--- src/rtl/mem_arb_pkg.sv ---
// Shared types and default parameters for the unified-memory arbiter.
package mem_arb_pkg;

    localparam int DEF_ADDR_W     = 32;
    localparam int DEF_DATA_W     = 32;
    localparam int DEF_MAX_DM_RUN = 4;
    localparam int DEF_TIMEOUT    = 16;

    typedef enum logic [1:0] {
        IDLE  = 2'd0,
        ISSUE = 2'd1,
        RESP  = 2'd2
    } state_t;

    typedef enum logic {
        OWN_IF = 1'b0,
        OWN_DM = 1'b1
    } owner_t;

endpackage

--- src/rtl/mem_arb_prio.sv ---
// Owner selection between fetch and data ports, with a starvation counter
// that forces a fetch grant after MAX_DM_RUN data wins while fetch waits.
module mem_arb_prio
    import mem_arb_pkg::*;
#(
    parameter int MAX_DM_RUN = DEF_MAX_DM_RUN
) (
    input  logic   clk,
    input  logic   rst_n,
    input  logic   if_req,
    input  logic   dm_req,
    input  logic   grant,
    output owner_t owner
);

    localparam int CNT_W = $clog2(MAX_DM_RUN + 1);

    logic [CNT_W-1:0] starve_cnt_reg;
    logic             starved;

    assign starved = (starve_cnt_reg == CNT_W'(MAX_DM_RUN));

    // Data port wins by default (older instruction) unless fetch is starved.
    always_comb begin
        owner = OWN_IF;
        if (dm_req && !(if_req && starved)) begin
            owner = OWN_DM;
        end
    end

    // Count data grants made over a waiting fetch; any fetch grant clears.
    always_ff @(posedge clk or negedge rst_n) begin
        if (!rst_n) begin
            starve_cnt_reg <= '0;
        end else if (grant) begin
            if (owner == OWN_IF) begin
                starve_cnt_reg <= '0;
            end else if (if_req && !starved) begin
                starve_cnt_reg <= starve_cnt_reg + 1'b1;
            end
        end
    end

endmodule

--- src/rtl/mem_arbiter.sv ---
// Single-port memory arbiter: serialises fetch and load/store requests onto
// one memory port, returns registered data with a one-cycle ack, and aborts
// accesses the memory never acknowledges.
module mem_arbiter
    import mem_arb_pkg::*;
#(
    parameter int ADDR_W     = DEF_ADDR_W,
    parameter int DATA_W     = DEF_DATA_W,
    parameter int MAX_DM_RUN = DEF_MAX_DM_RUN,
    parameter int TIMEOUT    = DEF_TIMEOUT
) (
    input  logic              clk_i,
    input  logic              rst_i,
    input  logic              if_req_i,
    input  logic [ADDR_W-1:0] if_addr_i,
    output logic              if_ack_o,
    output logic [DATA_W-1:0] if_rdata_o,
    input  logic              dm_req_i,
    input  logic              dm_we_i,
    input  logic [ADDR_W-1:0] dm_addr_i,
    input  logic [DATA_W-1:0] dm_wdata_i,
    output logic              dm_ack_o,
    output logic [DATA_W-1:0] dm_rdata_o,
    output logic              err_o,
    output logic              mem_req_o,
    output logic              mem_we_o,
    output logic [ADDR_W-1:0] mem_addr_o,
    output logic [DATA_W-1:0] mem_wdata_o,
    input  logic              mem_ack_i,
    input  logic [DATA_W-1:0] mem_rdata_i
);

    localparam int WD_W = $clog2(TIMEOUT);

    state_t            state_reg;
    owner_t            owner_reg;
    owner_t            sel_owner;
    logic [WD_W-1:0]   wd_cnt_reg;
    logic              grant;
    logic              wd_expired;
    logic [DATA_W-1:0] rsp_data;

    // Arbitrate only in IDLE; RESP deliberately ignores requests so the
    // requester has a cycle to drop req after its ack.
    assign grant      = (state_reg == IDLE) && (if_req_i || dm_req_i);
    assign wd_expired = (wd_cnt_reg == WD_W'(TIMEOUT - 1));
    // Stores and aborts return zero; loads return the memory word.
    assign rsp_data   = (mem_ack_i && !mem_we_o) ? mem_rdata_i : '0;

    mem_arb_prio #(
        .MAX_DM_RUN(MAX_DM_RUN)
    ) u_prio (
        .clk   (clk_i),
        .rst_n (rst_i),
        .if_req(if_req_i),
        .dm_req(dm_req_i),
        .grant (grant),
        .owner (sel_owner)
    );

    // Main FSM with registered outputs: latch payload, wait for memory or
    // watchdog, then pulse the owner's ack for exactly one cycle.
    always_ff @(posedge clk_i or negedge rst_i) begin
        if (!rst_i) begin
            state_reg   <= IDLE;
            owner_reg   <= OWN_IF;
            wd_cnt_reg  <= '0;
            if_ack_o    <= 1'b0;
            if_rdata_o  <= '0;
            dm_ack_o    <= 1'b0;
            dm_rdata_o  <= '0;
            err_o       <= 1'b0;
            mem_req_o   <= 1'b0;
            mem_we_o    <= 1'b0;
            mem_addr_o  <= '0;
            mem_wdata_o <= '0;
        end else begin
            if_ack_o <= 1'b0;
            dm_ack_o <= 1'b0;
            err_o    <= 1'b0;
            case (state_reg)
                IDLE: begin
                    if (grant) begin
                        owner_reg  <= sel_owner;
                        wd_cnt_reg <= '0;
                        mem_req_o  <= 1'b1;
                        state_reg  <= ISSUE;
                        if (sel_owner == OWN_DM) begin
                            mem_we_o    <= dm_we_i;
                            mem_addr_o  <= dm_addr_i;
                            mem_wdata_o <= dm_wdata_i;
                        end else begin
                            mem_we_o    <= 1'b0;
                            mem_addr_o  <= if_addr_i;
                            mem_wdata_o <= '0;
                        end
                    end
                end
                ISSUE: begin
                    if (mem_ack_i || wd_expired) begin
                        mem_req_o <= 1'b0;
                        err_o     <= !mem_ack_i;
                        state_reg <= RESP;
                        if (owner_reg == OWN_DM) begin
                            dm_ack_o   <= 1'b1;
                            dm_rdata_o <= rsp_data;
                        end else begin
                            if_ack_o   <= 1'b1;
                            if_rdata_o <= rsp_data;
                        end
                    end else begin
                        wd_cnt_reg <= wd_cnt_reg + 1'b1;
                    end
                end
                RESP: begin
                    state_reg <= IDLE;
                end
                default: begin
                    state_reg <= IDLE;
                end
            endcase
        end
    end

endmodule
--- config.mk ---
export PLATFORM = sky130hd
export DESIGN_NAME = mem_arbiter
export DESIGN_NICKNAME = d
export VERILOG_FILES = /design/src/rtl/mem_arb_pkg.sv /design/src/rtl/mem_arb_prio.sv /design/src/rtl/mem_arbiter.sv
export SDC_FILE = /design/constraint.sdc
export NUM_CORES = 1
export LEC_CHECK = 0
export CAP_MARGIN = 20
export CORE_MARGIN = 2
export CORE_UTILIZATION = 35
export DETAILED_ROUTE_END_ITERATION = 12
export PLACE_DENSITY = 0.68
export SETUP_SLACK_MARGIN = 0.1
export SYNTH_ARGS = -nofsm -noshare
export SYNTH_HDL_FRONTEND = slang
export SYNTH_SLANG_ARGS = --single-unit
export TNS_END_PERCENT = 30
--- constraint.sdc ---
create_clock -name clk_i -period 3.8 [get_ports clk_i]
set_clock_uncertainty 0.05 [all_clocks]
set_input_delay 0.76 -clock clk_i [delete_from_list [all_inputs] [get_ports clk_i]]
set_output_delay 0.76 -clock clk_i [all_outputs]
set_load 0.05 [all_outputs]
==> results.cfg, run 1 <==
[status]
outcome = finished, final reports clean

[sta]
setup_tns_ns = 0
whs_ns = 0.402
worst_pin_slew_ns = 0.922
max_freq_mhz = 391
finalSetupViolations = 0
maxSlewHeadroom = 0.385
period_share = 0.673
setup_ws_ns = 1.24
hold_viol_final = 0
rsz0062_at_grt = no
min_period_ns = 2.56
drv_slew = 0

[run]
cap_violations = 0

[critical_path]
slowest_delay_ns = 0.88
path_class = reg -> out
worstPathRequired_ns = 2.99
crit_fanout = 3
r2r-end = wd_cnt_reg[1]
worstRegToRegCells = 3
reg2reg_slack_ns = 1.60
cpLargestDelayFamily = buffers and inverters
critPathBufInv = 1
cpMaxStageDelayCell = clkdlybuf4s50_1
cp-start-kind = register
crit_path_cell_trace = clkdlybuf4s50_1
endpoint_kind = output pin
r2r_start = state_reg[1]
cp.arrival_ns = 1.75

[floorplan]
coreArea_um2 = 17200
dieArea_um2 = 18600
placementRows = 48
ios = 267
dieWidth_um = 137
initial_core_util = 0.357
dieHeight_um = 137

[detailed_routing]
drtIter0Drc = 315
drt_wl_total_um = 18600
vias_per_cell = 5.63
drt-pass1-iter-count = 4
vias = 5587
antenna_left = 0
avgRoutedWirePerCell_um = 18.7
drcViolationCount = 0

[clock_network]
clock_path_buffers = 2
cts_sinks = 143
cts-buffers-inserted = 17
post-cts-setup-buffers = 0
cts.reportedPaths.clkPinSlew_ns = 0.06
cts_max_level = 4
cts_tree = built
hold_buffers = 0
cts_root_buffer = clkbuf_16
clock_latency_ns = 0.41
cts_resized = 0

[logic_synthesis]
postSynthCellCount = 519
syn-num-nets = 656
synth_cell_types = 38
ys_warn_count = 0
synth.avg_cell_area_um2 = 11.8
ys_top_cells_by_area = dfrtp_1 (58%), a32o_1 (10%), nand3_1 (5.5%)
synth_area_um2 = 6150
synth_top_cell_area_share = 0.582
synth_top_area_cell = dfrtp_1
ys_seq_elements = 143
ys_seq_area_frac = 0.582

[grt]
antenna_found_initial = 0
globalRouteOverflowTotal = 0
grt_max_degree = 102
grt_pass1_vias = 5547
track_usage = 0.199
grt_pass1_wl_um = 29200

[placed_design]
dpl_cell_area_um2 = 8890
hpwl_um = 12500
place.gp.congestion = 0.765
placed_cells = 959
io_buffers = 266
dpl_worst_slack_ns = 0.775

[cells_and_area]
fillers = 1414
drive_gt1_frac = 0.0769
fin_nets = 891
multi_input_area_um2 = 2220
fin_util = 0.550
fin_cells = 992
diodes = 0
seq_area_um2 = 3580
finish.instance_area_um2 = 9490
area_growth_pct = 54.3

[min_path]
hold_class = in -> async

[pwr]
p_leak_nw = 3.75
power.density_nw_per_um2 = 1050
finalPower_mw = 9.93
max-vdd-ir-drop_uv = 666
area by class of cell:
cell class / count / area share
clock buffers: 17 / 0.0448
clock inverters: 15 / 0.0162
inverters: 5 / 0.00198
multi-input cells: 308 / 0.234
flip-flops and latches: 143 / 0.377
well taps: 225 / 0.0297
repair buffers: 279 / 0.296
worst max path at each step:
stage	start	end	slack [ns]	cells after the start
final	mem_we_o	mem_we_o	1.24	1
after global routing	mem_we_o	mem_we_o	1.18	1
after CTS	dm_req_i	mem_addr_o[4]	1.21	4
after detailed placement	dm_req_i	mem_addr_o[4]	0.77	4
after global placement	dm_req_i	wd_cnt_reg[2]	0.84	4
after floorplan	dm_req_i	mem_addr_o[10]	2.07	5
synthesized netlist by cell type:
cell / count
dfrtp_1: 143
nand3_1: 68
a32o_1: 64
o21ai_0: 37
nand4_1: 33
o2bb2ai_1: 33
o211ai_1: 32
buf_2: 27
clkbuf_1: 22
buf_6: 7
buf_4: 6
inv_1: 5
nand2_1: 5
nor2_1: 4
ha_1: 3
nor3_1: 3
a22o_1: 2
a31o_2: 2
and3b_1: 2
nand2_2: 2
nand2b_1: 2
a211oi_1: 1
a21oi_1: 1
a41oi_1: 1
and2_1: 1
and3_1: 1
clkbuf_2: 1
mux2i_1: 1
nand2_4: 1
nand3_2: 1
nor2b_1: 1
nor3b_2: 1
nor3b_4: 1
o22ai_1: 1
or2_0: 1
or2_1: 1
or3b_1: 1
or3b_2: 1
power by group:
part / leakage, nW / internal (mW) / switching, mW
Sequential: 1.82 / 2.24 / 0.448
Combinational: 1.66 / 1.93 / 3.70
Clock: 0.277 / 0.922 / 0.687
Total: 3.75 / 5.10 / 4.84
layout by cell type, fill, tap and decap left out, types with 4 or more instances in the layout:
cell type,netlist,layout
dfrtp_1,143,143
inv_1,5,5
buf_4,6,9
nand2_1,5,5
o2bb2ai_1,33,33
inv_6,0,4
nand4_1,33,33
clkbuf_16,0,17
a32o_1,64,64
clkdlybuf4s50_1,0,265
o21ai_0,37,37
nand3_1,68,68
o211ai_1,32,32
layer usage:
layer,GRT usage,part of all wire
met1,0.264,0.43
met2,0.324,0.48
met3,0.0485,0.076
met4,0.0561,0.011
met5,0,0
logic make-up after synthesis:
group	Yosys count	synth area share
simple gates	130	0.120
buf+inv	68	0.0594
compound gates	174	0.231
fa+ha+maj	3	0.00611
mux	1	0.00163
flops	143	0.582
Power figures use the tool's default switching activity.
==> inputs of run 2 (changes only) <==
clock period = 2.4 ns   (was 3.8 ns; I/O delays follow)
==> run 2 against run 1 <==
  * Hold slack gained 0.035 ns
  * Highest routed layer unchanged
  * Die area is the same
  * Sequential power grew 58%
  * Critical path depth is the same
  * Utilization grew 0.57 points
  * Non-clock buffer count grew 9
  * Sequential share of layout area shrank 0.39 points
  * Worst setup slack lost 1.0 ns
  * Power grew 59%
==> results.cfg, run 2 (synthesis gave the netlist of run 1 again) <==
[grt]
track_usage = 0.198
grt_pass1_wl_um = 28800
grt_pass1_vias = 5476
antenna_found_initial = 0
grt_max_degree = 78
globalRouteOverflowTotal = 0

[clock_network]
cts_max_level = 4
clock_latency_ns = 0.42
cts_sinks = 143
cts_root_buffer = clkbuf_16
cts_tree = built
cts-buffers-inserted = 17
cts.reportedPaths.clkPinSlew_ns = 0.06
clock_path_buffers = 2

[placed_design]
placed_cells = 968
hpwl_um = 12900
place.gp.congestion = 0.765
io_buffers = 266
dpl_cell_area_um2 = 8980

[sta]
worst_pin_slew_ns = 0.558
rsz0062_at_grt = no
drv_slew = 0
max_freq_mhz = 461
hold_viol_final = 0
maxSlewHeadroom = 0.627
finalSetupViolations = 0
period_share = 0.904
min_period_ns = 2.17
setup_tns_ns = 0

[pwr]
power.density_nw_per_um2 = 1650
p_leak_nw = 3.82
max-vdd-ir-drop_uv = 972

[critical_path]
endpoint_kind = output pin
crit_fanout = 2
worstPathRequired_ns = 1.87
path_class = reg -> out
cp-start-kind = register
slowest_delay_ns = 0.82
crit_path_cell_trace = clkdlybuf4s50_1
cp.arrival_ns = 1.64
critPathBufInv = 1
cpMaxStageDelayCell = clkdlybuf4s50_1
cpLargestDelayFamily = buffers and inverters

[cells_and_area]
diodes = 0
fin_nets = 900
layout_common_cells = clkdlybuf4s50_1 (264), dfrtp_1 (143), nand3_1 (68)
finish.instance_area_um2 = 9590
layout_commonest_cell = clkdlybuf4s50_1
fin_cells = 1001
drive_gt1_frac = 0.0863
area_growth_pct = 55.9

[floorplan]
coreArea_um2 = 17200
initial_core_util = 0.357
dieWidth_um = 137
dieHeight_um = 137
ios = 267
dieArea_um2 = 18600
placementRows = 48

[status]
outcome = finished, final reports clean

[detailed_routing]
drtIter0Drc = 362
drt_wl_total_um = 18900
vias = 5600
antenna_left = 0
drt-pass1-iter-count = 5
vias_per_cell = 5.59
drcViolationCount = 0
avgRoutedWirePerCell_um = 18.9

[run]
cap_violations = 0

[min_path]
hold_class = reg -> reg
run 2: area by class of cell:
| cell class | instances | area [um^2] |
|---|---|---|
| fill | 1427 | 7650 |
| tap | 225 | 282 |
| clock buffer | 18 | 439 |
| multi-input combinational | 308 | 2220 |
| clock inverter | 14 | 149 |
| inverter | 5 | 18.8 |
| sequential | 143 | 3580 |
| timing repair buffer | 288 | 2900 |
run 2: where the power goes:
group,switching (mW),total [mW],internal [mW]
clock network,1.10,2.58,1.48
logic,5.89,9.01,3.12
registers,0.708,4.25,3.55
total,7.69,15.8,8.15
run 2: through the flow:
| stage | power, mW | util | worst slack, ns | hold WS, ns |
|---|---|---|---|---|
| floorplan | 10.1 | - | 0.907 | 0.134 |
| global placement | 13.2 | 0.521 | 0.360 | 0.396 |
| CTS | 16.0 | 0.556 | 0.105 | 0.442 |
| global route | 16.6 | 0.556 | 0.185 | 0.452 |
| finish | 15.8 | 0.556 | 0.229 | 0.437 |
| detailed placement | 13.3 | 0.521 | 0.290 | 0.405 |
run 2: what timing repair did:
item / in CTS / in global routing
hold buffers: 1 / 0
setup endpoints to repair: 0 / 1
resized for setup: 0 / 1
buffers inserted: 0 / 0
endpoints found under the hold margin: 48 / 0
run 2: worst paths after layout:
check | slack [ns] | to | startpoint | cells after the start
setup / recovery | 0.23 | dm_rdata_o[17] | dm_rdata_o[17] | 1
hold / removal | 0.44 | if_rdata_o[9] | if_rdata_o[9] | 1
setup reg to reg | 0.78 | dm_rdata_o[23] | wd_cnt_reg[0] | 4
hold reg to reg | 0.44 | if_rdata_o[9] | if_rdata_o[9] | 1
max in group asynchronous | 1.08 | mem_addr_o[0] | rst_i | 3
min in group asynchronous | 0.51 | dm_rdata_o[21] | rst_i | 2
run 2: metal layers:
layer | GRT usage | wire length, um | up-vias
li1 | - | - | 2544
met3 | 0.0522 | 1530 | 17
met1 | 0.255 | 7820 | 2788
met5 | 0 | 0 | -
met2 | 0.323 | 9360 | 251
met4 | 0.0642 | 201 | 0
run 2: worst reg2reg max path, stage by stage, from the launching register on:
cell and delay, ns:
dfrtp_1 0.42, ha_1 0.27, a31o_2 0.31, nand2_4 0.32, a32o_1 0.21
==> inputs of run 3 (changes only) <==
SLEW_MARGIN = 20   (was unset)
==> results of run 3 <==
Final layout, timing and power as in run 2 (identical DEF).
